### config.mk
export PLATFORM = sky130hd
export DESIGN_NAME = mem_arbiter
export DESIGN_NICKNAME = d
export VERILOG_FILES = /design/src/rtl/riscv_pkg.sv /design/src/rtl/mem_arbiter.sv
export SDC_FILE = /design/constraint.sdc
export NUM_CORES = 1
export LEC_CHECK = 0
export CORE_AREA = 4 4 104 106
export CTS_BUF_LIST = sky130_fd_sc_hd__clkbuf_2 sky130_fd_sc_hd__clkbuf_4 sky130_fd_sc_hd__clkbuf_8
export DETAILED_ROUTE_END_ITERATION = 12
export DIE_AREA = 0 0 108 110
export PLACE_DENSITY = 0.66
export RECOVER_POWER = 25
export SLEW_MARGIN = 20
export SYNTH_ARGS = -nofsm -noshare
export SYNTH_HDL_FRONTEND = slang
export SYNTH_SLANG_ARGS = --single-unit
### constraint.sdc
create_clock -name clk -period 2.02 [get_ports clk]
set_clock_uncertainty 0.15 [all_clocks]
set_input_delay 0.404 -clock clk [delete_from_list [all_inputs] [get_ports clk]]
set_output_delay 0.404 -clock clk [all_outputs]
set_load 0.01 [all_outputs]
### src/rtl/riscv_pkg.sv
// Shared encodings for the riscv_top memory subsystem: arbiter FSM states and
// the owner tag that records which requester issued the in-flight transaction.
package riscv_pkg;

    typedef enum logic {
        ARB_IDLE = 1'b0,
        ARB_WAIT = 1'b1
    } arb_state_e;

    localparam logic OWN_IF = 1'b0;
    localparam logic OWN_D  = 1'b1;

endpackage

### src/rtl/mem_arbiter.sv
// Shares one memory port between instruction fetch and load/store, one
// transaction in flight, with a starvation counter that guarantees fetch progress.
module mem_arbiter
    import riscv_pkg::*;
#(
    parameter int ADDR_W       = 32,
    parameter int DATA_W       = 32,
    parameter int STARVE_LIMIT = 4
) (
    input  logic                  clk,
    input  logic                  rst,
    input  logic                  if_req,
    input  logic [ADDR_W-1:0]     if_addr,
    output logic                  if_gnt,
    output logic                  if_rvalid,
    output logic [DATA_W-1:0]     if_rdata,
    input  logic                  d_req,
    input  logic                  d_we,
    input  logic [DATA_W/8-1:0]   d_be,
    input  logic [ADDR_W-1:0]     d_addr,
    input  logic [DATA_W-1:0]     d_wdata,
    output logic                  d_gnt,
    output logic                  d_rvalid,
    output logic [DATA_W-1:0]     d_rdata,
    output logic                  mem_req,
    output logic                  mem_we,
    output logic [DATA_W/8-1:0]   mem_be,
    output logic [ADDR_W-1:0]     mem_addr,
    output logic [DATA_W-1:0]     mem_wdata,
    input  logic                  mem_ready,
    input  logic                  mem_rvalid,
    input  logic [DATA_W-1:0]     mem_rdata
);

    localparam int               CNT_W = $clog2(STARVE_LIMIT + 1);
    localparam logic [CNT_W-1:0] LIMIT = CNT_W'(STARVE_LIMIT);

    arb_state_e       state, state_nxt;
    logic             owner, owner_nxt;
    logic [CNT_W-1:0] starve_cnt, starve_nxt;
    logic             winner;
    logic             fetch_starved;

    always_ff @(posedge clk or posedge rst) begin
        if (rst) begin
            state      <= ARB_IDLE;
            owner      <= OWN_IF;
            starve_cnt <= '0;
        end else begin
            state      <= state_nxt;
            owner      <= owner_nxt;
            starve_cnt <= starve_nxt;
        end
    end

    // Starvation priority only applies while fetch is actually asking, so a
    // dropped fetch request never produces a grant nobody wants.
    assign fetch_starved = (starve_cnt >= LIMIT) && if_req;
    assign winner        = (!fetch_starved && d_req) ? OWN_D : OWN_IF;

    always_comb begin
        state_nxt  = state;
        owner_nxt  = owner;
        starve_nxt = starve_cnt;
        mem_req    = 1'b0;
        if_gnt     = 1'b0;
        d_gnt      = 1'b0;
        if_rvalid  = 1'b0;
        d_rvalid   = 1'b0;
        mem_we     = (winner == OWN_D) ? d_we : 1'b0;
        mem_be     = (winner == OWN_D) ? d_be : '1;
        mem_addr   = (winner == OWN_D) ? d_addr : if_addr;
        mem_wdata  = d_wdata;

        unique case (state)
            ARB_IDLE: begin
                mem_req = !rst && (if_req || d_req);
                if (mem_req && mem_ready) begin
                    if_gnt    = (winner == OWN_IF);
                    d_gnt     = (winner == OWN_D);
                    owner_nxt = winner;
                    state_nxt = ARB_WAIT;
                end
                // Lost arbitrations count even while memory stalls.
                if (if_req && !if_gnt)
                    starve_nxt = (starve_cnt >= LIMIT) ? LIMIT : starve_cnt + 1'b1;
                else
                    starve_nxt = '0;
            end
            ARB_WAIT: begin
                if (mem_rvalid) begin
                    if_rvalid = (owner == OWN_IF);
                    d_rvalid  = (owner == OWN_D);
                    state_nxt = ARB_IDLE;
                end
            end
            default: state_nxt = ARB_IDLE;
        endcase
    end

    assign if_rdata = mem_rdata;
    assign d_rdata  = mem_rdata;

endmodule

# [Yosys cells after proc, flatten, opt, wreduce, memory -nomap -nowiden]
# Index checks and enable logic that the tools add are counted.
[word_totals] regBits=5 in_bits=139 out_inout_bits=138 word_cells=37
[classes] add_sub_neg=1 magnitude_cmp=1 mux=19 bitwise=3 reduce_logical=10
[op_table] operator="$mux W32" count=1
[op_table] operator="$mux W1" count=14
[op_table] operator="$mux W3" count=2
[op_table] operator="$logic_and A1 B1 Y1" count=5
[op_table] operator="$mux W4" count=1
[op_table] operator="$add A3 B1 Y3 const B" count=1
[op_table] operator="$ge A3 B3 Y1 const B" count=1
[op_table] operator="$logic_not A1 Y1" count=3
[op_table] operator="$not A1 Y1" count=3
[op_table] operator="$pmux W1 S2" count=1
[op_table] operator="$reduce_and A2 Y1" count=1
[op_table] operator="$logic_or A1 B1 Y1" count=1

# [Depth between registers and ports, before layout]
[logic_depth] ltp_word=11 ltp_mapped=4 ltp_nobuf=4

# [Worst setup path before layout]
# No wires, ideal clock.
[synth_path] path_type="input-to-output" startpoint="input port d_req" endpoint="output port mem_addr[0]" t_arrival_ns=1.141 required_ns=1.466 setup_slack_ns=0.325 path_stages=3 cell_sequence="a21boi_4 -> buf_6 -> mux2_2"
[synth_via] elab_chain_len=3
[synth_lines] element="start, declared" line_no="mem_arbiter.sv:17" text="input logic d_req,"
[synth_lines] element="$logic_and A1 B1 Y1" line_no="mem_arbiter.sv:59" text="assign winner = (!fetch_starved && d_req) ? OWN_D : OWN_IF;"
[synth_lines] element="$mux W1" line_no="mem_arbiter.sv:59"
[synth_lines] element="$mux W32" line_no="mem_arbiter.sv:72" text="mem_addr = (winner == OWN_D) ? d_addr : if_addr;"
[synth_lines] element="end, declared" line_no="mem_arbiter.sv:28" text="output logic [ADDR_W-1:0] mem_addr,"
# No other way between the ends.

# [Worst setup path in the final report]
[layout_path] startpoint="input port d_req" endpoint="output port mem_addr[6]"
# The elaborated chain is that of the path after synthesis.

==> flow_summary.yaml <==
drt:
  drt_iter0_drc: 24
  routed_wl_um: 6453
  routed_via_density: 3.601
  firstDrtPassIters: 3
  postRouteAntennaNets: 0
  drcViolationCount: 0
  routedWlPerCell_um: 18.65
  num_vias: 1246
setup_path:
  crit_family: "buffers and inverters"
  path_class: "in2out"
  crit_top_cell: "buf_12"
  crit_start: "d_req"
  startpoint_type: "input port"
  crit_path_end_kind: "primary output"
  slowest_stage: "mux2_4"
  cp_num_buf_inv: 5
  required_ns: 1.47
  worstPathCellList: "clkdlybuf4s15_1, a21boi_4, buf_12, buf_12, buf_4, mux2_4, buf_6"
  cp_max_fo: 7
  cpPeakStageDelay_ns: 0.30
  crit_arrival_ns: 1.64
  rr_startpoint: "starve_cnt[2]$_DFFE_PP0N_"
cts:
  cts_tree: "yes"
  cts_root_buffer: "clkbuf_8"
  hold_buffers: 0
  numCtsBuffers: 3
  clock_latency_ns: 0.22
  cts_sinks: 5
  path_clk_slew_ns: 0.03
  h-tree-depth: 1
  ctsLongestPathBuffers: 2
logic_synthesis:
  yosysTopAreaCellShare_pct: 49.44
  synth.distinct_cells: 18
  syn_area_per_cell_um2: 8.574
  yosysWarnings: 0
  synthTopCellsByArea: "buf_4 49%, mux2_2 25%, dfrtp_1 8.6%, buf_6 3.1%, nand2b_1 2.1%"
  ys.flop_type: "dfrtp_1"
  ys_seq_area_share_pct: 8.584
  syn-num-nets: 311
  postSynth.asyncResetShare_pct: 100.0
  yosysTopAreaCell: "buf_4"
  yosysMostFrequentCell: "buf_4"
  synth_edf_count: 0
  synth.cell_area_um2: 1458
  synthCells: 170
  ys_ff_latch: 5
  netlist_top_cells_count: "96 x buf_4, 33 x mux2_2, 6 x inv_1"
run_status:
  outcome: "finished, violations left"
  violations: "setup timing"
pwr:
  power.density_nw_per_um2: 376.9
  power.leakage_nw: 1.056
  p_int_w: 0.0006418
  ir_drop_mv: 0.1583
  pwr-share-seq_pct: 14.9
  p_comb_share_pct: 63.3
  sw_frac_of_total_pct: 28.19
  p_clk_share_pct: 21.8
  finalPower_w: 0.0008937
  switching_power_w: 0.0002519
global_routing:
  grt_overflow: 0
  grt_max_degree: 11
  grt_pass1_vias: 1376
  track_usage_pct: 9.918
  grt_pass1_wl_um: 8645
  antenna_found_initial: 0
die:
  dieArea_um2: 11880
  die_h_um: 110
  rows: 36
  start_util_pct: 14.91
  io_pins: 277
  chipWidth_um: 108
  core_area_um2: 9774
final_layout:
  multiInputGateArea_um2: 631.9
  nNetsFinal: 355
  drive_gt1_share_pct: 48.36
  area_growth_pct: 62.66
  fin_area_um2: 2371
  antennaDiodeCount: 0
  seq_area_um2: 125.1
  fillers: 1093
sta:
  rsz0062_at_grt: "yes"
  period_minus_slack_ns: 2.196
  fin_ws_ns: -0.1764
  setup_violations: 33
  drv_slew: 0
  tightest_slew_ns: 0.3059
  post-route-period-util_pct: 108.7
  hold_viol: 0
  slew_headroom_pct: 79.61
  max_freq_mhz: 455.3
placed_design:
  pre_cts_ws_ns: -0.7567
  globalplace.congestion: 0.7363
  dpl.hpwl_um: 4978
  io_buffers: 116
  postPlaceCellArea_um2: 2120
flow_run:
  drv_cap: 0
min_path:
  hold_class: "in2async"
-- cells in the final DEF (no fill, tap or decap) --
| master | n |
|---|---|
| inv_1 | 6 |
| dlygate4sd2_1 | 3 |
| nand2_1 | 2 |
| buf_12 | 4 |
| nor2_1 | 3 |
| buf_2 | 15 |
| buf_4 | 11 |
| and3_4 | 1 |
| clkdlybuf4s25_1 | 1 |
| buf_6 | 26 |
| clkbuf_4 | 1 |
| clkbuf_1 | 1 |
| o2111ai_1 | 2 |
| clkbuf_8 | 3 |
| mux2_2 | 13 |
| buf_8 | 1 |
| dfrtp_1 | 5 |
| ha_1 | 2 |
| clkdlybuf4s15_1 | 1 |
| clkbuf_2 | 3 |
| o22ai_1 | 2 |
| o21ai_0 | 2 |
| nor3_2 | 1 |
| nand3_1 | 1 |
| and2_4 | 1 |
| a21boi_4 | 1 |
| clkdlybuf4s50_1 | 71 |
| mux2_4 | 20 |
| buf_16 | 2 |
| a21oi_1 | 2 |
| and3_1 | 1 |
| nand2b_1 | 5 |
-- routing by layer --
| layer | share of wire [%] | global-route usage (%) | wire length (um) | up-vias |
|---|---|---|---|---|
| met5 | 0 | 0 | 0 | - |
| met4 | 2.1 | 3.246 | 138 | 0 |
| met3 | 15 | 5.649 | 940 | 11 |
| met2 | 52 | 17.54 | 3369 | 136 |
| met1 | 31 | 9.842 | 2004 | 557 |
| li1 | - | - | - | 542 |
-- power by group through the flow --
| stage | sequential, W | clock (W) | combinational [W] |
|---|---|---|---|
| finish | 0.000133 | 0.000195 | 0.000566 |
| global placement | 0.000132 | 0 | 0.000488 |
| global route | 0.000135 | 0.000206 | 0.000609 |
| floorplan | 0.000129 | 0 | 0.000370 |
| detailed placement | 0.000133 | 0 | 0.000491 |
| CTS | 0.000133 | 0.000200 | 0.000581 |
-- per-stage QoR --
stage	utilization (%)	hold slack (ns)	setup TNS [ns]	instances
4_1_cts	24.59	0.3839	-4.886	347
6_report	24.26	0.2726	-2.636	346
3_5_place_dp	21.68	0.3768	-27.37	329
5_1_grt	24.26	0.3267	-4.416	346
2_1_floorplan	-	0.04077	0	170
3_3_place_gp	21.68	0.3621	-27.37	329
-- layout make-up --
type | count | share of cell area (%)
timing repair buffer | 139 | 58.05
multi-input combinational | 59 | 26.65
tap | 133 | 7.018
sequential | 5 | 5.277
clock buffer | 4 | 2.058
inverter | 6 | 0.9499
-- timing repair --
item | in CTS | in global routing
gates resized for setup | 209 | 11
pin swaps | 4 | 3
gates cloned | 3 | 0
setup buffers | 11 | 2
setup endpoints to repair | 42 | 40
-- final timing paths --
kind                                        endpoint  slack (ns)  cells past startpoint
setup / recovery                         mem_addr[6]       -0.18                      7
setup reg to reg                   owner$_DFFE_PP0P_        0.51                      6
min in group clk                   owner$_DFFE_PP0P_        0.39                      1
hold / removal             starve_cnt[2]$_DFFE_PP0N_        0.27                      3
max in group asynchronous            state$_DFF_PP0_        1.22                      3
hold reg to reg                    owner$_DFFE_PP0P_        0.39                      1
-- kinds of logic after synthesis --
logic type / Yosys count / share of synthesized area (%)
muxes: 33 / 25.49
and+or+nand+nor: 15 / 5.407
adders and majority gates: 2 / 1.716
AOI/OAI and AO/OA: 9 / 4.721
DFF: 5 / 8.584
buffers and inverters: 106 / 54.08
-- tightest hold or removal path, cell delays in order --
cell	delay [ns]
clkdlybuf4s25_1	0.27
inv_1	0.09
clkbuf_1	0.27
-- state kept, by name, indices dropped and copies added, names as in the netlist --
register	flops
owner	1
state	1
starve_cnt	3
Note: power is estimated with default switching activity, not from simulation.
==> RTL edit 1: new RTL, same flow settings <==
Change the parameter `ADDR_W` from 32 to 48.
--- a/src/rtl/mem_arbiter.sv
+++ b/src/rtl/mem_arbiter.sv
@@ -3,7 +3,7 @@
 module mem_arbiter
     import riscv_pkg::*;
 #(
-    parameter int ADDR_W       = 32,
+    parameter int ADDR_W       = 48,
     parameter int DATA_W       = 32,
     parameter int STARVE_LIMIT = 4
 ) (
Ports: changed (resized d_addr, if_addr and mem_addr); port bits go from 277 to 325. The function was not compared with the original's and may differ.
==> RTL edit 1 against the unedited design <==
- the run still ends with negative setup slack left
- register-to-register slack barely moved
- area after synthesis rose by 23%
- sequential cell count did not move
- fmax rose by 1.1%
- worst setup slack improved by 0.025 ns
- sequential power barely moved
- power rose by 31%
- cell area rose by 38%
- critical path depth fell by 1
- wire length rose by 20%
- via count rose by 25%
- clock power rose by 2%
- largest cell class unchanged
==> RTL edit 1: results (changes against the unedited design) <==
| Metric | Value |
|---|---|
| Tmin final | 2.17 ns (-0.0246 ns) |
| First-pass GRT wire length | 10.1 mm (+17%) |
| Pin count of the biggest net entering global routing | 9 (-2) |
| Final setup margin | -0.152 ns (+0.0246 ns) |
| Synth top area cells | buf_4, mux2_4, mux2_2 |
| Worst vdd ir | 0.000318 V (+100%) |
| Failing checks | negative setup slack |
| Comb pwr | 834 uW (+47%) |
| Final Non-Filler Cells | 408 (+18%) |
| Critical Path End | mem_addr[35] |
| Most common library cells after synthesis | buf_4, mux2_4, mux2_2 |
| Post-cts gate resize count | 277 (+33%) |
| P_leak | 1.51 nW (+43%) |
| Unique cell type count in the Yosys netlist | 20 (+2) |
| Status | finished with violations |
| Final setup vio count | 54 (+64%) |
| Number of buffers added on ports | 164 (+41%) |
| Crit Path Category | register to output pin |
| DR iter-0 viols | 40 (+67%) |
| Worst hold slack | 0.256 ns (-0.0162 ns) |
| Postcts setup bufs | 8 (-3) |
| Final Power | 1.17 mW (+31%) |
| Clock-cell share of area | 1.49% (-0.57 points) |
| Sequential element share of the synthesized area | 6.97% (-1.6 points) |
| Worst r2r path cells | 6 (unchanged) |
| Nonclk buf count | 185 (+33%) |
| Fin nets | 449 (+26%) |
| Non-Clock Buffer Area Fraction | 61.2% (+3.1 points) |
| Main synth FF type | dfrtp_1 |
| Multi-input logic area | 910 sq um (+44%) |
| Int Pwr | 842 uW (+31%) |
| Syn_area_per_cell | 9.55 sq um (+11%) |
| Clk pwr share | 17.1% (-4.7 points) |
| Share of cells above drive strength 1 | 47.6% (-0.72 points) |
| Syn nets | 361 (+16%) |
| Area after DPL | 0.00289 sq mm (+36%) |
| Gpl congestion | 0.835 (+13%) |
| Worst Tran Pin Value | 0.260 ns (-0.0461 ns) |
| Inverter count | 6 (unchanged) |
| Fin. max-slew vios | 0 (unchanged) |
| Dpl hpwl | 6.25 mm (+26%) |
| Final core utilization | 33.5% (+9.3 points) |
| Routed vias/inst | 3.81 (+5.8%) |
| Pre-antenna DRT Iters | 4 (+1) |
| Sum of negative setup slack | -6.75 ns (-4.11 ns) |
| Critical Path AT | 1.62 ns (-0.02 ns) |
| Filler cells | 1007 (-7.9%) |
| Crit-path max FO | 6 (-1) |
| Clock Sinks | 5 (unchanged) |
| Total GRT Usage | 11.5% (+1.6 points) |
| Multi-input gates | 75 (+27%) |
-- RTL edit 1: changes by cell type in the layout (fill, tap and decap cells not counted), moves of 5 or more --
cell,change
mux2_2,-12
buf_6,+20
mux2_4,+28
clkdlybuf4s50_1,+32
buf_4,-5
buf_2,-5
-- RTL edit 1: worst max-delay path, cell delays in order (launching register included) --
cell and delay (ns):
dfrtp_1 0.40, a21boi_4 0.17, buf_12 0.14, buf_12 0.12, buf_16 0.13, mux2_4 0.30, buf_6 0.12
-- RTL edit 1: metal layers --
layer  part of all wire [%]  track usage [%]  vias to the layer above
met5                      0                0                        -
met1                     36             12.9                      683
met3                     20             9.49                        9
met2                     43             17.0                      163
met4                   0.75             2.25                        0
li1                       -                -                      699
-- RTL edit 1: kinds of logic after synthesis --
| family | Yosys count | share of synthesized area (%) |
|---|---|---|
| buf+inv | 108 | 46.4 |
| flops | 5 | 6.97 |
| mux | 49 | 37.4 |
| fa+ha+maj | 2 | 1.39 |
| simple gates | 15 | 4.39 |
| compound gates | 9 | 3.41 |
==> RTL edit 2: new RTL, same settings <==
Without the edit above. Make the reset (`rst`) synchronous in one clocked block.
--- a/src/rtl/mem_arbiter.sv
+++ b/src/rtl/mem_arbiter.sv
@@ -41,7 +41,7 @@
     logic             winner;
     logic             fetch_starved;
 
-    always_ff @(posedge clk or posedge rst) begin
+    always_ff @(posedge clk) begin
         if (rst) begin
             state      <= ARB_IDLE;
             owner      <= OWN_IF;
Function: differs if rst is asserted again (counterexample within 4 cycles, from zero or initial values and one cycle with rst high); with rst held inactive, the same outputs for 10 cycles.
==> RTL edit 2 against the unedited design <==
- the run still ends with negative setup slack left
- non-clock buffer count is the same
- via count shrank 3.7%
- area after synthesis shrank 1.7%
- worst setup slack gained 0.11 ns
- wire length shrank 16%
- power shrank 7.9%
- final cell count grew 0.58%
- cell area grew 3.5%
- critical endpoint is now mem_addr[13]
- sequential cell count is the same
==> RTL edit 2: results (changes against the unedited design) <==
| Metric | Value |
|---|---|
| Status | finished with violations |
| Failing checks | negative setup slack |
| Critical Path AT | 1.54 ns (-0.10 ns) |
| Routed vias/inst | 3.45 (-4.2%) |
| P_leak | 1.11 nW (+5.0%) |
| Most common library cells after synthesis | buf_4, mux2_2, nand2b_1 |
| Postcts setup bufs | 14 (+3) |
| Critical Path End | mem_addr[13] |
| Syn_area_per_cell | 8.33 sq um (-2.9%) |
| Pin count of the biggest net entering global routing | 8 (-3) |
| Dpl cells | 331 (+0.61%) |
| First-pass GRT wire length | 7.26 mm (-16%) |
| Share of cells above drive strength 1 | 47.0% (-1.4 points) |
| Clock-cell share of area | 1.99% (-0.070 points) |
| Final setup vio count | 7 (-79%) |
| Fraction of area in multi-input gates | 27.9% (+1.3 points) |
| DRT met1 WL | 2.12 mm (+5.5%) |
| M2 GR Usage | 11.6% (-5.9 points) |
| Metal3 WL | 651 microns (-31%) |
| Dpl hpwl | 3.95 mm (-21%) |
| Reg-to-Reg Start | state |
| Syn nets | 313 (+0.64%) |
| WL/cell | 15.6 microns (-16%) |
| DR iter-0 viols | 21 (-13%) |
| Area after DPL | 0.00211 sq mm (-0.47%) |
| Worst r2r path cells | 3 (-3) |
| R2R Setup Slk | 0.65 ns (+0.14 ns) |
| Main synth FF type | dfxtp_1 |
| Filler cells | 1061 (-2.9%) |
| Worst vdd ir | 0.000153 V (-3.7%) |
| Critical Path Source | if_req |
| Pre-antenna DRT Iters | 6 (+3) |
| Synth top area cells | buf_4, mux2_2, dfxtp_1 |
| R2R Path End | owner |
| Dpl ws | -0.738 ns (+0.0183 ns) |
| Final Non-Filler Cells | 348 (+0.58%) |
| Pwr per Cell Area | 335 mW/mm^2 (-11%) |
| GR met1 Demand/Resource | 9.86% (+0.018 points) |
| Sequential element share of the synthesized area | 6.99% (-1.6 points) |
| Final setup margin | -0.0690 ns (+0.107 ns) |
| Vias in the first global route | 1325 (-3.7%) |
| Gpl congestion | 0.723 (-1.8%) |
| Cell count after synthesis | 172 (+1.2%) |
-- RTL edit 2: critical path, stage by stage --
cell,delay (ns)
buf_4,0.13
a21boi_4,0.18
buf_12,0.15
buf_12,0.14
buf_12,0.11
mux2_4,0.29
buf_6,0.12
-- RTL edit 2: kinds of logic after synthesis --
family / after synthesis / share of synthesized area [%]
simple gates: 21 / 8.38
fa+ha+maj: 2 / 1.75
compound gates: 7 / 3.06
mux: 33 / 25.9
buf+inv: 104 / 54.0
flops: 5 / 6.99
-- RTL edit 2: per-stage QoR --
| step | hold WS [ns] | power [mW] |
|---|---|---|
| final | 0.351 | 0.823 |
| after detailed placement | 0.347 | 0.534 |
| after floorplan | 0.311 | 0.435 |
| after global placement | 0.330 | 0.531 |
| after global routing | 0.376 | 0.863 |
| after CTS | 0.353 | 0.855 |
-- RTL edit 2: power by group --
group          total (mW)  internal [mW]  switching [mW]
Clock               0.202          0.149          0.0532
Combinational       0.514          0.354           0.160
Sequential          0.107          0.105         0.00279
Total               0.823          0.607           0.216
